===== src/rtl/usb_pkt_rx.sv =====
// usb_pkt_rx: UTMI-style USB packet receiver. It decodes the PID, checks token CRC5 and
// data CRC16, and streams the data payload through a 2-byte delay so CRC bytes never appear.
module usb_pkt_rx #(
  parameter int MAX_BYTES = 1026
) (
  input  logic        clk,
  input  logic        nrst,
  input  logic [7:0]  rx_data,
  input  logic        rx_valid,
  input  logic        rx_active,
  input  logic        rx_error,
  output logic [7:0]  pid,
  output logic [23:0] token_in,
  output logic        token_in_strb,
  output logic [7:0]  data_in,
  output logic        data_in_strb,
  output logic        data_in_end,
  output logic        data_in_fail
);

  typedef enum logic [2:0] {IDLE, GET_PID, TOKEN, DATA, HSHK, DRAIN} state_t;

  localparam logic [4:0]  CRC5_RES  = 5'b01100;
  localparam logic [15:0] CRC16_RES = 16'h800D;
  localparam logic [10:0] CNT_SAT   = 11'h7FF;
  localparam logic [10:0] MAX_CNT   = 11'(MAX_BYTES);

  function automatic logic [4:0] crc5_byte(input logic [4:0] c, input logic [7:0] d);
    logic [4:0] r;
    r = c;
    for (int i = 0; i < 8; i++) r = {r[3:0], 1'b0} ^ ((d[i] ^ r[4]) ? 5'h05 : 5'h00);
    return r;
  endfunction

  function automatic logic [15:0] crc16_byte(input logic [15:0] c, input logic [7:0] d);
    logic [15:0] r;
    r = c;
    for (int i = 0; i < 8; i++) r = {r[14:0], 1'b0} ^ ((d[i] ^ r[15]) ? 16'h8005 : 16'h0000);
    return r;
  endfunction

  state_t      state, state_n;
  logic        active_q;
  logic [7:0]  pid_n, data_n, b1, b1_n, b2, b2_n, buf0, buf0_n, buf1, buf1_n;
  logic [23:0] token_n;
  logic        tok_strb_n, dat_strb_n, end_n, fail_n;
  logic [4:0]  crc5, crc5_n, crc5_upd;
  logic [15:0] crc16, crc16_n, crc16_upd;
  logic [10:0] cnt, cnt_n, cnt_inc;
  logic        err_seen, err_n;
  logic [1:0]  bcnt, bcnt_n;
  logic        pend_end, pend_fail, pend_end_n, pend_fail_n;
  logic        pid_ok, ovf, pkt_ok;

  assign pid_ok    = (rx_data[7:4] == ~rx_data[3:0]);
  assign crc5_upd  = crc5_byte(crc5, rx_data);
  assign crc16_upd = crc16_byte(crc16, rx_data);
  assign cnt_inc   = (cnt == CNT_SAT) ? cnt : cnt + 11'd1;

  // In every non-IDLE state, rx_active=0 is the end-of-packet cycle; a byte arriving
  // in that same cycle is folded in before the end decision.
  always_comb begin
    state_n     = state;
    pid_n       = pid;
    token_n     = token_in;
    data_n      = data_in;
    tok_strb_n  = 1'b0;
    dat_strb_n  = 1'b0;
    end_n       = 1'b0;
    fail_n      = 1'b0;
    b1_n        = b1;
    b2_n        = b2;
    crc5_n      = crc5;
    crc16_n     = crc16;
    cnt_n       = cnt;
    err_n       = err_seen;
    buf0_n      = buf0;
    buf1_n      = buf1;
    bcnt_n      = bcnt;
    pend_end_n  = 1'b0;
    pend_fail_n = 1'b0;
    ovf         = 1'b0;
    pkt_ok      = 1'b0;
    case (state)
      IDLE: begin
        crc5_n  = 5'h1F;
        crc16_n = 16'hFFFF;
        cnt_n   = '0;
        err_n   = 1'b0;
        bcnt_n  = '0;
        end_n   = pend_end;
        fail_n  = pend_fail;
        if (rx_active && !active_q) state_n = GET_PID;
      end
      GET_PID: begin
        if (!rx_active) begin
          state_n = IDLE;
          if (rx_valid && pid_ok) begin
            pid_n  = rx_data;
            fail_n = (rx_data[1:0] == 2'b11);
          end
        end else if (rx_error) begin
          state_n = DRAIN;
        end else if (rx_valid) begin
          if (!pid_ok) begin
            state_n = DRAIN;
          end else begin
            pid_n = rx_data;
            case (rx_data[1:0])
              2'b01:   state_n = TOKEN;
              2'b11:   state_n = DATA;
              2'b10:   state_n = HSHK;
              default: state_n = DRAIN;
            endcase
          end
        end
      end
      TOKEN: begin
        if (rx_valid) begin
          cnt_n  = cnt_inc;
          crc5_n = crc5_upd;
          if (cnt == 11'd0) b1_n = rx_data;
          if (cnt == 11'd1) b2_n = rx_data;
        end
        if (rx_error) err_n = 1'b1;
        if (!rx_active) begin
          state_n = IDLE;
          if (cnt_n == 11'd2 && crc5_n == CRC5_RES && !err_n) begin
            token_n    = {pid, b1_n, b2_n};
            tok_strb_n = 1'b1;
          end
        end
      end
      DATA: begin
        if (rx_error) begin
          fail_n  = 1'b1;
          state_n = rx_active ? DRAIN : IDLE;
        end else begin
          if (rx_valid) begin
            crc16_n = crc16_upd;
            cnt_n   = cnt_inc;
            if (cnt_inc > MAX_CNT) begin
              ovf     = 1'b1;
              fail_n  = 1'b1;
              state_n = rx_active ? DRAIN : IDLE;
            end else if (bcnt == 2'd2) begin
              data_n     = buf0;
              dat_strb_n = 1'b1;
              buf0_n     = buf1;
              buf1_n     = rx_data;
            end else if (bcnt == 2'd1) begin
              buf1_n = rx_data;
              bcnt_n = 2'd2;
            end else begin
              buf0_n = rx_data;
              bcnt_n = 2'd1;
            end
          end
          if (!rx_active && !ovf) begin
            state_n = IDLE;
            pkt_ok  = (cnt_n >= 11'd2) && (crc16_n == CRC16_RES);
            // A payload strobe already owns this cycle, so the verdict goes out one cycle later.
            if (dat_strb_n) begin
              pend_end_n  = pkt_ok;
              pend_fail_n = !pkt_ok;
            end else begin
              end_n  = pkt_ok;
              fail_n = !pkt_ok;
            end
          end
        end
      end
      HSHK: begin
        if (!rx_active)    state_n = IDLE;
        else if (rx_valid) state_n = DRAIN;
      end
      DRAIN: begin
        if (!rx_active) state_n = IDLE;
      end
      default: state_n = IDLE;
    endcase
  end

  always_ff @(posedge clk) begin
    // Sampled even in reset so a packet still in flight at release is not mistaken for a new one.
    active_q <= rx_active;
    if (!nrst) begin
      state         <= IDLE;
      pid           <= '0;
      token_in      <= '0;
      data_in       <= '0;
      token_in_strb <= 1'b0;
      data_in_strb  <= 1'b0;
      data_in_end   <= 1'b0;
      data_in_fail  <= 1'b0;
      b1            <= '0;
      b2            <= '0;
      crc5          <= 5'h1F;
      crc16         <= 16'hFFFF;
      cnt           <= '0;
      err_seen      <= 1'b0;
      buf0          <= '0;
      buf1          <= '0;
      bcnt          <= '0;
      pend_end      <= 1'b0;
      pend_fail     <= 1'b0;
    end else begin
      state         <= state_n;
      pid           <= pid_n;
      token_in      <= token_n;
      data_in       <= data_n;
      token_in_strb <= tok_strb_n;
      data_in_strb  <= dat_strb_n;
      data_in_end   <= end_n;
      data_in_fail  <= fail_n;
      b1            <= b1_n;
      b2            <= b2_n;
      crc5          <= crc5_n;
      crc16         <= crc16_n;
      cnt           <= cnt_n;
      err_seen      <= err_n;
      buf0          <= buf0_n;
      buf1          <= buf1_n;
      bcnt          <= bcnt_n;
      pend_end      <= pend_end_n;
      pend_fail     <= pend_fail_n;
    end
  end

endmodule


===== config.mk =====
export PLATFORM = sky130hd
export DESIGN_NAME = usb_pkt_rx
export DESIGN_NICKNAME = d
export VERILOG_FILES = /design/src/rtl/usb_pkt_rx.sv
export SDC_FILE = /design/constraint.sdc
export NUM_CORES = 1
export LEC_CHECK = 0
export BUFFER_PORTS_ARGS = -buffer_cell sky130_fd_sc_hd__buf_2
export CORE_UTILIZATION = 35
export DETAILED_ROUTE_END_ITERATION = 6
export PLACE_DENSITY = 0.59
export SETUP_SLACK_MARGIN = 0.5
export SLEW_MARGIN = 25
export SYNTH_ARGS = -nofsm -noshare
export SYNTH_HDL_FRONTEND = slang
export SYNTH_SLANG_ARGS = --single-unit

===== constraint.sdc =====
create_clock -name clk -period 5.5 [get_ports clk]
set_input_delay 0.275 -clock clk [delete_from_list [all_inputs] [get_ports clk]]
set_output_delay 0.275 -clock clk [all_outputs]
set_load 0.03 [all_outputs]

==> results of run 1 <==
-- critical path, cell delays in order, from the launching register on --
cell and delay [ns]:
dfxtp_1 0.50, ha_1 0.31, nand4_2 0.27, o31ai_1 0.49, nand2_1 0.12, o21ai_0 0.23, nand3_1 0.11, or4b_4 0.75
mux2i_1 0.24, nor2_1 0.05
-- placed cells by master, fill, tap and decap left out, drive strengths merged, types with 9 or more instances in the layout --
| cell type | Yosys | final |
|---|---|---|
| xnor2 | 30 | 30 |
| nand3 | 19 | 19 |
| mux2 | 12 | 12 |
| dfxtp | 117 | 117 |
| buf | 23 | 57 |
| nor2 | 80 | 80 |
| o22ai | 13 | 13 |
| mux2i | 48 | 48 |
| clkbuf | 29 | 21 |
| o21ai | 31 | 31 |
| ha | 9 | 9 |
| or3 | 9 | 9 |
| inv | 14 | 14 |
| nand2 | 100 | 100 |
| a21oi | 42 | 42 |
| xor2 | 18 | 18 |
| nand4 | 9 | 9 |
| nor3 | 19 | 19 |
-- worst max path at each step --
stage,from,endpoint,cells after the start
after floorplan,cnt[0],token_in[10],11
after global placement,rx_valid,token_in[6],8
after detailed placement,rx_valid,token_in[2],8
after CTS,cnt[0],token_in[2],9
after global routing,cnt[0],token_in[15],9
final,cnt[0],token_in[5],9
-- flip-flops by register name, summed over array words and instances (netlist names), 2 cells and up --
name	cells
token_in	24
crc16	16
cnt	11
b1	8
b2	8
buf0	8
buf1	8
data_in	8
pid	8
crc5	5
state	3
bcnt	2
-- cell type report --
class	count	area, um2
Sequential cell	117	2342
Fill cell	1762	10230
Multi-Input combinational cell	537	3522
Tap cell	225	281.5
Clock buffer	20	466.7
Timing Repair Buffer	58	295.3
Inverter	14	52.55
Clock inverter	10	106.4
-- routing by layer --
metal	up-vias	part of all wire, %	GRT usage, %
met1	2418	49	24.58
met5	-	0	0
li1	2574	-	-
met2	127	45	27.43
met4	0	1.1	4.994
met3	17	4.4	3.904
-- power by group through the flow --
stage / registers, uW / logic, uW / clock network (uW)
2_1_floorplan: 871 / 134 / 0
3_3_place_gp: 874 / 169 / 0
3_5_place_dp: 874 / 168 / 0
4_1_cts: 856 / 171 / 1100
5_1_grt: 857 / 189 / 1130
6_report: 857 / 172 / 1080
-- stage by stage --
stage               instances  utilization [%]  hold WS, ns  instance area [um2]
global placement          950            37.50       0.4359                 6486
detailed placement        950            37.50       0.4431                 6486
finish                    981            40.86       0.1252                 7067
CTS                       980            40.81       0.1072                 7059
global route              981            40.86       0.1224                 7067
floorplan                 720                -       0.3027                 6187
-- kinds of logic after synthesis --
group           share of synthesized area [%]
mux                                     9.949
flops                                   37.86
fa+ha+maj                               1.820
xor+xnor                                8.736
simple gates                            21.82
buf+inv                                 5.217
compound gates                          14.60
==> qor.tcl, run 1 <==
set qor(synth_area_leaders) {dfxtp_1 38%, mux2i_1 7.8%, nand2_1 6.1%}
set qor(grt.overflow.total) 0
set qor(cp_arrival_ns) 3.52
set qor(min-delay-path-class) {in -> reg}
set qor(diodes) 0
set qor(seqPwrFrac_pct) 40.7
set qor(static_leakage_uw) 0.002827
set qor(drt-initial-drc-count) 517
set qor(whs_path_depth) 1
set qor(synth.yosys.seq_area_share_pct) 37.86
set qor(start_kind) {register}
set qor(hold_path_startpoint) {rx_active}
set qor(power_density_mw_per_mm2) 298.3
set qor(detailedPlacementHpwl_um) 10180
set qor(gpl.final_weighted_congestion) 0.8900
set qor(chipHeight_um) 135.0
set qor(clock-root-buffer) {clkbuf_16}
set qor(sw_frac_of_total_pct) 23.89
set qor(crit-reg2reg-capture) {token_in[5]}
set qor(holdPathEnd) {active_q}
set qor(netlist_area_mm2) 0.006187
set qor(logic_depth_of_the_worst_register_to_register_path) 9
set qor(number_of_global_route_vias_before_repair) 4778
set qor(die-area_mm2) 0.01821
set qor(placeableCoreArea_mm2) 0.01730
set qor(wire_per_inst_um) 15.77
set qor(internal_cell_power_uw) 1604
set qor(power.total_uw) 2108
set qor(clock_tree.buffer_depth) 2
set qor(grt_first_pass_wirelength_um) 25360
set qor(postCtsResizedCells) 0
set qor(netSwitchingPower_uw) 503.7
set qor(syn2layout_area_growth_pct) 14.22
set qor(peak_supply_drop_mv) 0.2101
set qor(antenna_found_initial) 0
set qor(avgViaCountPerCell) 5.235
set qor(clkSinkCount) 117
set qor(num_io_pins) 57
set qor(clock_insertion_delay_worst_skew_ns) 0.42
set qor(num-nets-final) 767
set qor(synth_edf_count) 0
set qor(synth_cell_types) 79
set qor(clock.fmax_ghz) 0.3088
set qor(tns_ns) 0
set qor(tritoncts.num_buffers) 17
set qor(timing_worst_slew_pin_value_ns) 0.8103
set qor(postRouteAntennaNets) 0
set qor(synth_fp_nets) 742
set qor(prevailing_post_synth_register_cell) {dfxtp_1}
set qor(hold_buffers) 0
set qor(asyncSetResetFlopFracSynth_pct) 0
set qor(min_period_over_period_pct) 58.88
set qor(share_of_final_layout_standard_cells_stronger_than_drive_strength_1_pct) 16.93
set qor(detail_route.drc_violations) 0
set qor(reg2reg_start) {cnt[0]}
set qor(period_needed_ns) 3.238
set qor(status) {completed}
set qor(relSlewSlack_pct) 45.98
set qor(finalWorstSetupSlack_ns) 2.262
set qor(finalClockSkew_ns) 0.01720
set qor(floorplan.initialDensity_pct) 35.77
set qor(detailedPlace.worstSlack_ns) 2.085
set qor(count_of_standard_cell_rows) 48
set qor(yosys-top-cells-count) {117 x dfxtp_1, 100 x nand2_1, 80 x nor2_1}
set qor(ctsHtreeMaxLevel) 4
set qor(worst_ep_required_time_ns) 5.78
set qor(grt_usage_pct) 17.71
set qor(r2r_setup_slack_ns) 2.26
set qor(number_of_buffer_cells_added_on_primary_ports) 56
set qor(report.final.hold_viol_count) 0
set qor(setup_repair_after_global_routing_missed_its_margin) {false}
set qor(die_w_um) 135.0
set qor(clock_power_share_pct) 51.2
set qor(post-synth-top-area-fraction_pct) 37.86
set qor(grt_max_degree) 75
set qor(max_cap_violations) 0
set qor(num_vias) 5136
set qor(worstSetupPathType) {reg -> reg}
set qor(final_max_slew_viol_count) 0
set qor(tritoncts) {yes}
set qor(comb_power_share_pct) 8.1
set qor(setup_crit_end_kind) {register}
set qor(post_cts_buffers) 0
set qor(setup_viol) 0
set qor(synth.most_common_cell) {dfxtp_1}
set qor(post-synth-top-area-cell) {dfxtp_1}
set qor(synth-warning-count) 0
set qor(worstPathMaxFanout) 24
set qor(postSynthRegisterBits) 117
set qor(clkTransAtPathRegs_ns) 0.05
set qor(syn_inst) 720
set qor(detail_route.first_pass.iterations) 6
set qor(wl_um) 15470
set qor(postSynthAreaPerCell_um2) 8.593
Note: power is estimated with default switching activity, not from simulation.
==> run 2: changes to the inputs <==
==> constraint.sdc (replaced) <==
create_clock -name clk -period 3.03 [get_ports clk]
set_input_delay 0.1515 -clock clk [delete_from_list [all_inputs] [get_ports clk]]
set_output_delay 0.1515 -clock clk [all_outputs]
set_load 0.03 [all_outputs]
==> qor.tcl, run 2 (synthesized netlist as in run 1, its figures left out) <==
set qor(status) {completed} ;# unchanged
set qor(critical_path.cell_chain) {ha_4 -> nand4_4 -> nor3_4 -> o41ai_2 -> nand4_1 -> nor4b_4 -> buf_4 -> or4b_4 -> mux2i_1 -> nor2_1} ;# was ha_1 -> nand4_2 -> o31ai_1 -> nand2_1 -> o21ai_0 -> nand3_1 -> or4b_4 -> mux2i_1 -> nor2_1
set qor(grt_first_pass_wirelength_um) 27610 ;# was 25,360 um
set qor(flip_flop_count_of_the_largest_register_after_layout) 24 ;# unchanged
set qor(wire_per_inst_um) 16.91 ;# was 15.77 um
set qor(reg.largest.list) {token_in: 24 flops, crc16: 16 flops, cnt: 11 flops} ;# unchanged
set qor(crit_path_top_delay_cell) {or4b_4} ;# unchanged
set qor(min-delay-path-class) {in -> reg} ;# unchanged
set qor(multi_input_gate_area_in_the_final_layout_mm2) 0.003862 ;# was 0.003522 mm2
set qor(num_io_pins) 57 ;# unchanged
set qor(die-area_mm2) 0.01821 ;# unchanged
set qor(placed_cells_incl_taps) 987 ;# was 950
set qor(clkTransAtPathRegs_ns) 0.05 ;# about the same
set qor(worst_ep_required_time_ns) 3.31 ;# was 5.78 ns
set qor(share_of_final_layout_standard_cells_stronger_than_drive_strength_1_pct) 28.17 ;# was 16.93%
set qor(grt.overflow.total) 0 ;# unchanged
set qor(detail_route.first_pass.iterations) 6 ;# unchanged
set qor(tritoncts) {yes} ;# unchanged
set qor(wl_um) 17790 ;# was 15,470 um
set qor(setup_crit_end_kind) {register} ;# unchanged
set qor(detail_route.drc_violations) 0 ;# unchanged
set qor(max_cap_violations) 0 ;# unchanged
set qor(num_vias) 5524 ;# was 5,136
set qor(relSlewSlack_pct) 44.80 ;# was 45.98%
set qor(cp_arrival_ns) 3.00 ;# was 3.52 ns
set qor(grt_max_degree) 53 ;# was 75
set qor(chipHeight_um) 135.0 ;# unchanged
set qor(num-nets-final) 836 ;# was 767
set qor(tritoncts.num_buffers) 17 ;# unchanged
set qor(antenna_found_initial) 0 ;# unchanged
set qor(die_w_um) 135.0 ;# unchanged
set qor(clock_tree.buffer_depth) 2 ;# unchanged
set qor(count_of_standard_cell_rows) 48 ;# unchanged
set qor(clock_insertion_delay_worst_skew_ns) 0.42 ;# about the same
set qor(syn2layout_area_growth_pct) 29.99 ;# was 14.22%
set qor(finalClockSkew_ns) 0.008685 ;# was 0.01720 ns
set qor(gpl.final_weighted_congestion) 0.9127 ;# was 0.8900
set qor(layout.cells.most_common_list) {105 x dfxtp_1, 100 x nand2_1, 80 x nor2_1} ;# was 117 x dfxtp_1, 100 x nand2_1, 80 x nor2_1
set qor(floorplan.initialDensity_pct) 35.77 ;# unchanged
set qor(timing_worst_slew_pin_value_ns) 0.8194 ;# was 0.8103 ns
set qor(power_density_mw_per_mm2) 519.8 ;# was 298.3 mW/mm2
set qor(clock-root-buffer) {clkbuf_16} ;# unchanged
set qor(diodes) 0 ;# unchanged
set qor(number_of_buffer_cells_added_on_primary_ports) 56 ;# unchanged
set qor(static_leakage_uw) 0.003325 ;# was 0.002827 uW
set qor(layout_commonest_cell) {dfxtp_1} ;# unchanged
set qor(peak_supply_drop_mv) 0.4394 ;# was 0.2101 mV
set qor(min_period_over_period_pct) 89.89 ;# was 58.88%
set qor(number_of_global_route_vias_before_repair) 5140 ;# was 4,778
set qor(layout.area.seq_mm2) 0.002377 ;# was 0.002342 mm2
set qor(stdcell_count) 1052 ;# was 981
set qor(report.final.hold_viol_count) 0 ;# unchanged
set qor(placeableCoreArea_mm2) 0.01730 ;# unchanged
set qor(clkSinkCount) 117 ;# unchanged
set qor(grt_usage_pct) 19.73 ;# was 17.71%
set qor(max_flop_register) {token_in} ;# unchanged
set qor(worstSetupPathType) {reg -> reg} ;# unchanged
set qor(fill_cells) 1701 ;# was 1,762
set qor(clock.fmax_ghz) 0.3671 ;# was 0.3088 GHz
set qor(final_max_slew_viol_count) 0 ;# unchanged
set qor(period_needed_ns) 2.724 ;# was 3.238 ns
set qor(worstPathMaxFanout) 6 ;# was 24
set qor(start_kind) {register} ;# unchanged
set qor(setup_repair_after_global_routing_missed_its_margin) {true} ;# was false
set qor(drt-initial-drc-count) 457 ;# was 517
set qor(avgViaCountPerCell) 5.251 ;# was 5.235
set qor(tns_ns) 0 ;# unchanged
set qor(crit_path_max_incr_delay_ns) 0.56 ;# was 0.75 ns
set qor(postRouteAntennaNets) 0 ;# unchanged
set qor(setup_viol) 0 ;# unchanged
set qor(post-route-util_pct) 46.50 ;# was 40.86%
set qor(ctsHtreeMaxLevel) 4 ;# unchanged
set qor(detailedPlace.worstSlack_ns) 0.1717 ;# was 2.085 ns
set qor(finalWorstSetupSlack_ns) 0.3062 ;# was 2.262 ns
set qor(detailedPlacementHpwl_um) 11070 ;# was 10,180 um
==> run 2: changes by cell type in the layout (fill, tap and decap cells not counted), moves of 4 or more <==
cell	delta
bufinv_16	+4
xnor2_2	+5
dfxtp_2	+4
dfxtp_1	-12
clkbuf_1	+5
buf_4	+58
clkinv_2	-4
dfxtp_4	+8
xnor2_1	-5
==> run 2: stage by stage <==
step / cell area, um2 / hold slack (ns) / power (uW)
after global routing: 8043 / 0.08076 / 4321
after CTS: 7756 / 0.03975 / 4217
after detailed placement: 6842 / 0.4243 / 1934
final: 8043 / 0.07221 / 4180
after global placement: 6842 / 0.4222 / 1936
after floorplan: 6275 / 0.1792 / 1825
==> run 2: path summary, 6_finish.rpt <==
check,startpoint,endpoint,slack [ns],cells after the start
worst max-delay path,cnt[1],token_in[16],0.31,10
worst min-delay path,rx_valid,cnt[6],0.07,3
worst max register to register,cnt[1],token_in[16],0.31,10
worst min register to register,b1[5],b1[5],0.45,2
==> run 2: power by group <==
part,switching (uW),internal (uW),leakage [uW]
registers,3.81,1540,0.000950
logic,225,148,0.00206
clock network,704,1560,0.000319
total,933,3250,0.00333
==> run 2: cell type report <==
cell class,count,area share (%)
Sequential cell,117,29.56
Clock inverter,9,2.474
Tap cell,225,3.500
Timing Repair Buffer,122,10.10
Clock buffer,23,5.694
Multi-Input combinational cell,542,48.02
Inverter,14,0.6534
==> run 2: what timing repair did <==
action,4_1_cts,5_1_grt
hold buffers,1,0
cloned,4,2
gates resized for setup,27,32
buffers inserted,12,14
pin swaps,9,12
setup endpoints to repair,58,57
hold endpoints to repair,1,0
==> run 2: worst max-delay path, delay by kind of cell (launching register included) <==
kind / cells / cell delay (ns)
and+or+nand+nor: 6 / 1.29
DFF: 1 / 0.37
AOI/OAI and AO/OA: 1 / 0.35
buffers and inverters: 1 / 0.20
muxes: 1 / 0.19
adders and majority gates: 1 / 0.18
==> run 2: metal layers <==
metal | up-vias | global-route usage (%) | share of wire (%)
met5 | - | 0 | 0
met4 | 0 | 7.865 | 2.2
met3 | 32 | 3.941 | 4.8
met2 | 178 | 30.07 | 45
met1 | 2595 | 27.20 | 48
li1 | 2719 | - | -
==> run 3: changes to the inputs <==
--- a/config.mk
+++ b/config.mk
@@ -6,6 +6,7 @@
 export NUM_CORES = 1
 export LEC_CHECK = 0
 export BUFFER_PORTS_ARGS = -buffer_cell sky130_fd_sc_hd__buf_2
+export CORE_MARGIN = 1.5
 export CORE_UTILIZATION = 35
 export DETAILED_ROUTE_END_ITERATION = 6
 export PLACE_DENSITY = 0.59
==> constraint.sdc (replaced) <==
create_clock -name clk -period 2.76 [get_ports clk]
set_input_delay 0.138 -clock clk [delete_from_list [all_inputs] [get_ports clk]]
set_output_delay 0.138 -clock clk [all_outputs]
set_load 0.03 [all_outputs]
==> qor.tcl, run 3 (synthesized netlist as in run 1, its figures left out) <==
set qor(tritoncts.num_buffers) 17 ;# unchanged
set qor(antenna_found_initial) 0 ;# unchanged
set qor(grt_max_degree) 46 ;# was 53
set qor(power_density_mw_per_mm2) 552.6 ;# was 519.8 mW/mm2
set qor(worstPathMaxFanout) 24 ;# was 6
set qor(detail_route.first_pass.iterations) 5 ;# was 6
set qor(syn2layout_area_growth_pct) 33.08 ;# was 29.99%
set qor(timing_worst_slew_pin_value_ns) 0.7579 ;# was 0.8194 ns
set qor(flip_flop_count_of_the_largest_register_after_layout) 24 ;# unchanged
set qor(relSlewSlack_pct) 49.47 ;# was 44.80%
set qor(post-route-util_pct) 47.61 ;# was 46.50%
set qor(cp_arrival_ns) 2.90 ;# was 3.00 ns
set qor(num_vias) 5539 ;# was 5,524
set qor(layout.area.seq_mm2) 0.002376 ;# was 0.002377 mm2
set qor(count_of_standard_cell_rows) 48 ;# unchanged
set qor(period_needed_ns) 2.604 ;# was 2.724 ns
set qor(clock.fmax_ghz) 0.3840 ;# was 0.3671 GHz
set qor(finalClockSkew_ns) 0.004332 ;# was 0.008685 ns
set qor(whs_path_depth) 2 ;# was 3
set qor(grt_first_pass_wirelength_um) 27910 ;# was 27,610 um
set qor(num_io_pins) 57 ;# unchanged
set qor(tritoncts) {yes} ;# unchanged
set qor(wire_per_inst_um) 16.31 ;# was 16.91 um
set qor(tns_ns) 0 ;# unchanged
set qor(avgViaCountPerCell) 5.186 ;# was 5.251
set qor(placeableCoreArea_mm2) 0.01730 ;# unchanged
set qor(report.final.hold_viol_count) 0 ;# unchanged
set qor(logic_depth_of_the_worst_register_to_register_path) 10 ;# unchanged
set qor(static_leakage_uw) 0.003402 ;# was 0.003325 uW
set qor(peak_supply_drop_mv) 0.4237 ;# was 0.4394 mV
set qor(ctsHtreeMaxLevel) 4 ;# unchanged
set qor(postRouteAntennaNets) 0 ;# unchanged
set qor(status) {completed} ;# unchanged
set qor(worstSetupPathType) {reg -> reg} ;# unchanged
set qor(max_flop_register) {token_in} ;# unchanged
set qor(final_max_slew_viol_count) 0 ;# unchanged
set qor(clock_insertion_delay_worst_skew_ns) 0.42 ;# about the same
set qor(clkSinkCount) 117 ;# unchanged
set qor(setup_repair_after_global_routing_missed_its_margin) {true} ;# unchanged
set qor(detail_route.drc_violations) 0 ;# unchanged
set qor(setup_viol) 0 ;# unchanged
set qor(num-nets-final) 853 ;# was 836
set qor(clock-root-buffer) {clkbuf_16} ;# unchanged
set qor(fill_cells) 1634 ;# was 1,701
set qor(start_kind) {register} ;# unchanged
set qor(worst_ep_required_time_ns) 3.05 ;# was 3.31 ns
set qor(number_of_buffer_cells_added_on_primary_ports) 56 ;# unchanged
set qor(die-area_mm2) 0.01848 ;# was 0.01821 mm2
set qor(setup_crit_end_kind) {register} ;# unchanged
set qor(chipHeight_um) 136.0 ;# was 135.0 um
set qor(floorplan.initialDensity_pct) 35.77 ;# unchanged
set qor(gpl.final_weighted_congestion) 0.9292 ;# was 0.9127
set qor(drt-initial-drc-count) 313 ;# was 457
set qor(max_cap_violations) 0 ;# unchanged
set qor(grt.overflow.total) 0 ;# unchanged
set qor(reg.largest.list) {token_in: 24 flops, crc16: 16 flops, cnt: 11 flops} ;# unchanged
set qor(layout_commonest_cell) {dfxtp_1} ;# unchanged
set qor(clock_tree.buffer_depth) 2 ;# unchanged
set qor(die_w_um) 136.0 ;# was 135.0 um
set qor(wl_um) 17420 ;# was 17,790 um
set qor(layout.cells.most_common_list) {106 x dfxtp_1, 99 x nand2_1, 76 x nor2_1} ;# was 105 x dfxtp_1, 100 x nand2_1, 80 x nor2_1
set qor(clkTransAtPathRegs_ns) 0.05 ;# about the same
set qor(number_of_global_route_vias_before_repair) 5238 ;# was 5,140
set qor(min_period_over_period_pct) 94.35 ;# was 89.89%
set qor(min-delay-path-class) {in -> reg} ;# unchanged
set qor(share_of_final_layout_standard_cells_stronger_than_drive_strength_1_pct) 31.20 ;# was 28.17%
set qor(grt_usage_pct) 19.62 ;# was 19.73%
set qor(diodes) 0 ;# unchanged
set qor(multi_input_gate_area_in_the_final_layout_mm2) 0.003847 ;# was 0.003862 mm2
set qor(detailedPlacementHpwl_um) 11590 ;# was 11,070 um
## run 3: changes by cell type in the layout (fill, tap and decap cells not counted), moves of 3 or more
cell and change:
or4b_4 -3, nor2_4 +3, buf_6 +8, clkbuf_1 -3, clkbuf_8 +3, buf_4 +11, nor2_1 -4, nor3_2 +4
## run 3: worst max-delay path, stage by stage, from the launching register on
cell     delay [ns]
dfxtp_4        0.37
ha_4           0.18
nand4_4        0.17
nor3_2         0.07
o41ai_2        0.25
nand4_1        0.19
nor4b_4        0.28
or4b_4         0.51
buf_12         0.19
mux2i_1        0.18
nor2_1         0.06
## run 3: power breakdown
| part | internal, uW | total, uW | switching [uW] |
|---|---|---|---|
| logic | 175 | 427 | 253 |
| clock network | 1650 | 2430 | 777 |
| registers | 1690 | 1690 | 3.48 |
## run 3: cell type report
type                            count  area share (%)
Tap cell                          225           3.419
Clock buffer                       24           6.230
Sequential cell                   117           28.86
Multi-Input combinational cell    538           46.73
Timing Repair Buffer              143           12.43
Clock inverter                      7           1.702
Inverter                           14          0.6382
## run 3: layer usage
layer	up-vias	track usage [%]	wire (um)
li1	2739	-	-
met1	2640	26.46	8194
met2	136	30.88	8205
met3	24	4.847	727
met4	0	6.087	292
met5	-	0	0
## run 3: path summary, 6_finish.rpt
path	startpoint	to	slack (ns)
hold / removal	nrst	cnt[2]	0.02
setup / recovery	cnt[0]	token_in[2]	0.16
hold reg to reg	b1[7]	b1[7]	0.45
setup reg to reg	cnt[0]	token_in[2]	0.16
## run 3: stage by stage
| stage | hold slack, ns | cell area, um2 | worst slack (ns) | power, uW | std cells |
|---|---|---|---|---|---|
| 5_1_grt | 0.01321 | 8234 | 0.04750 | 4700 | 1068 |
| 3_3_place_gp | 0.4155 | 6993 | 0.04445 | 2137 | 1002 |
| 3_5_place_dp | 0.4142 | 6993 | 0.01642 | 2134 | 1002 |
| 2_1_floorplan | 0.1657 | 6311 | 0.2253 | 2005 | 720 |
| 4_1_cts | 0.006424 | 8084 | 0.1273 | 4575 | 1062 |
| 6_report | 0.02431 | 8234 | 0.1559 | 4550 | 1068 |
## run 3: repair_timing
item | in CTS | in global routing
gates resized for setup | 51 | 20
endpoints found under the setup margin | 74 | 72
cloned | 2 | 0
setup buffers | 26 | 6
hold endpoints to repair | 1 | 0
pin swaps | 18 | 6
hold buffers | 1 | 0
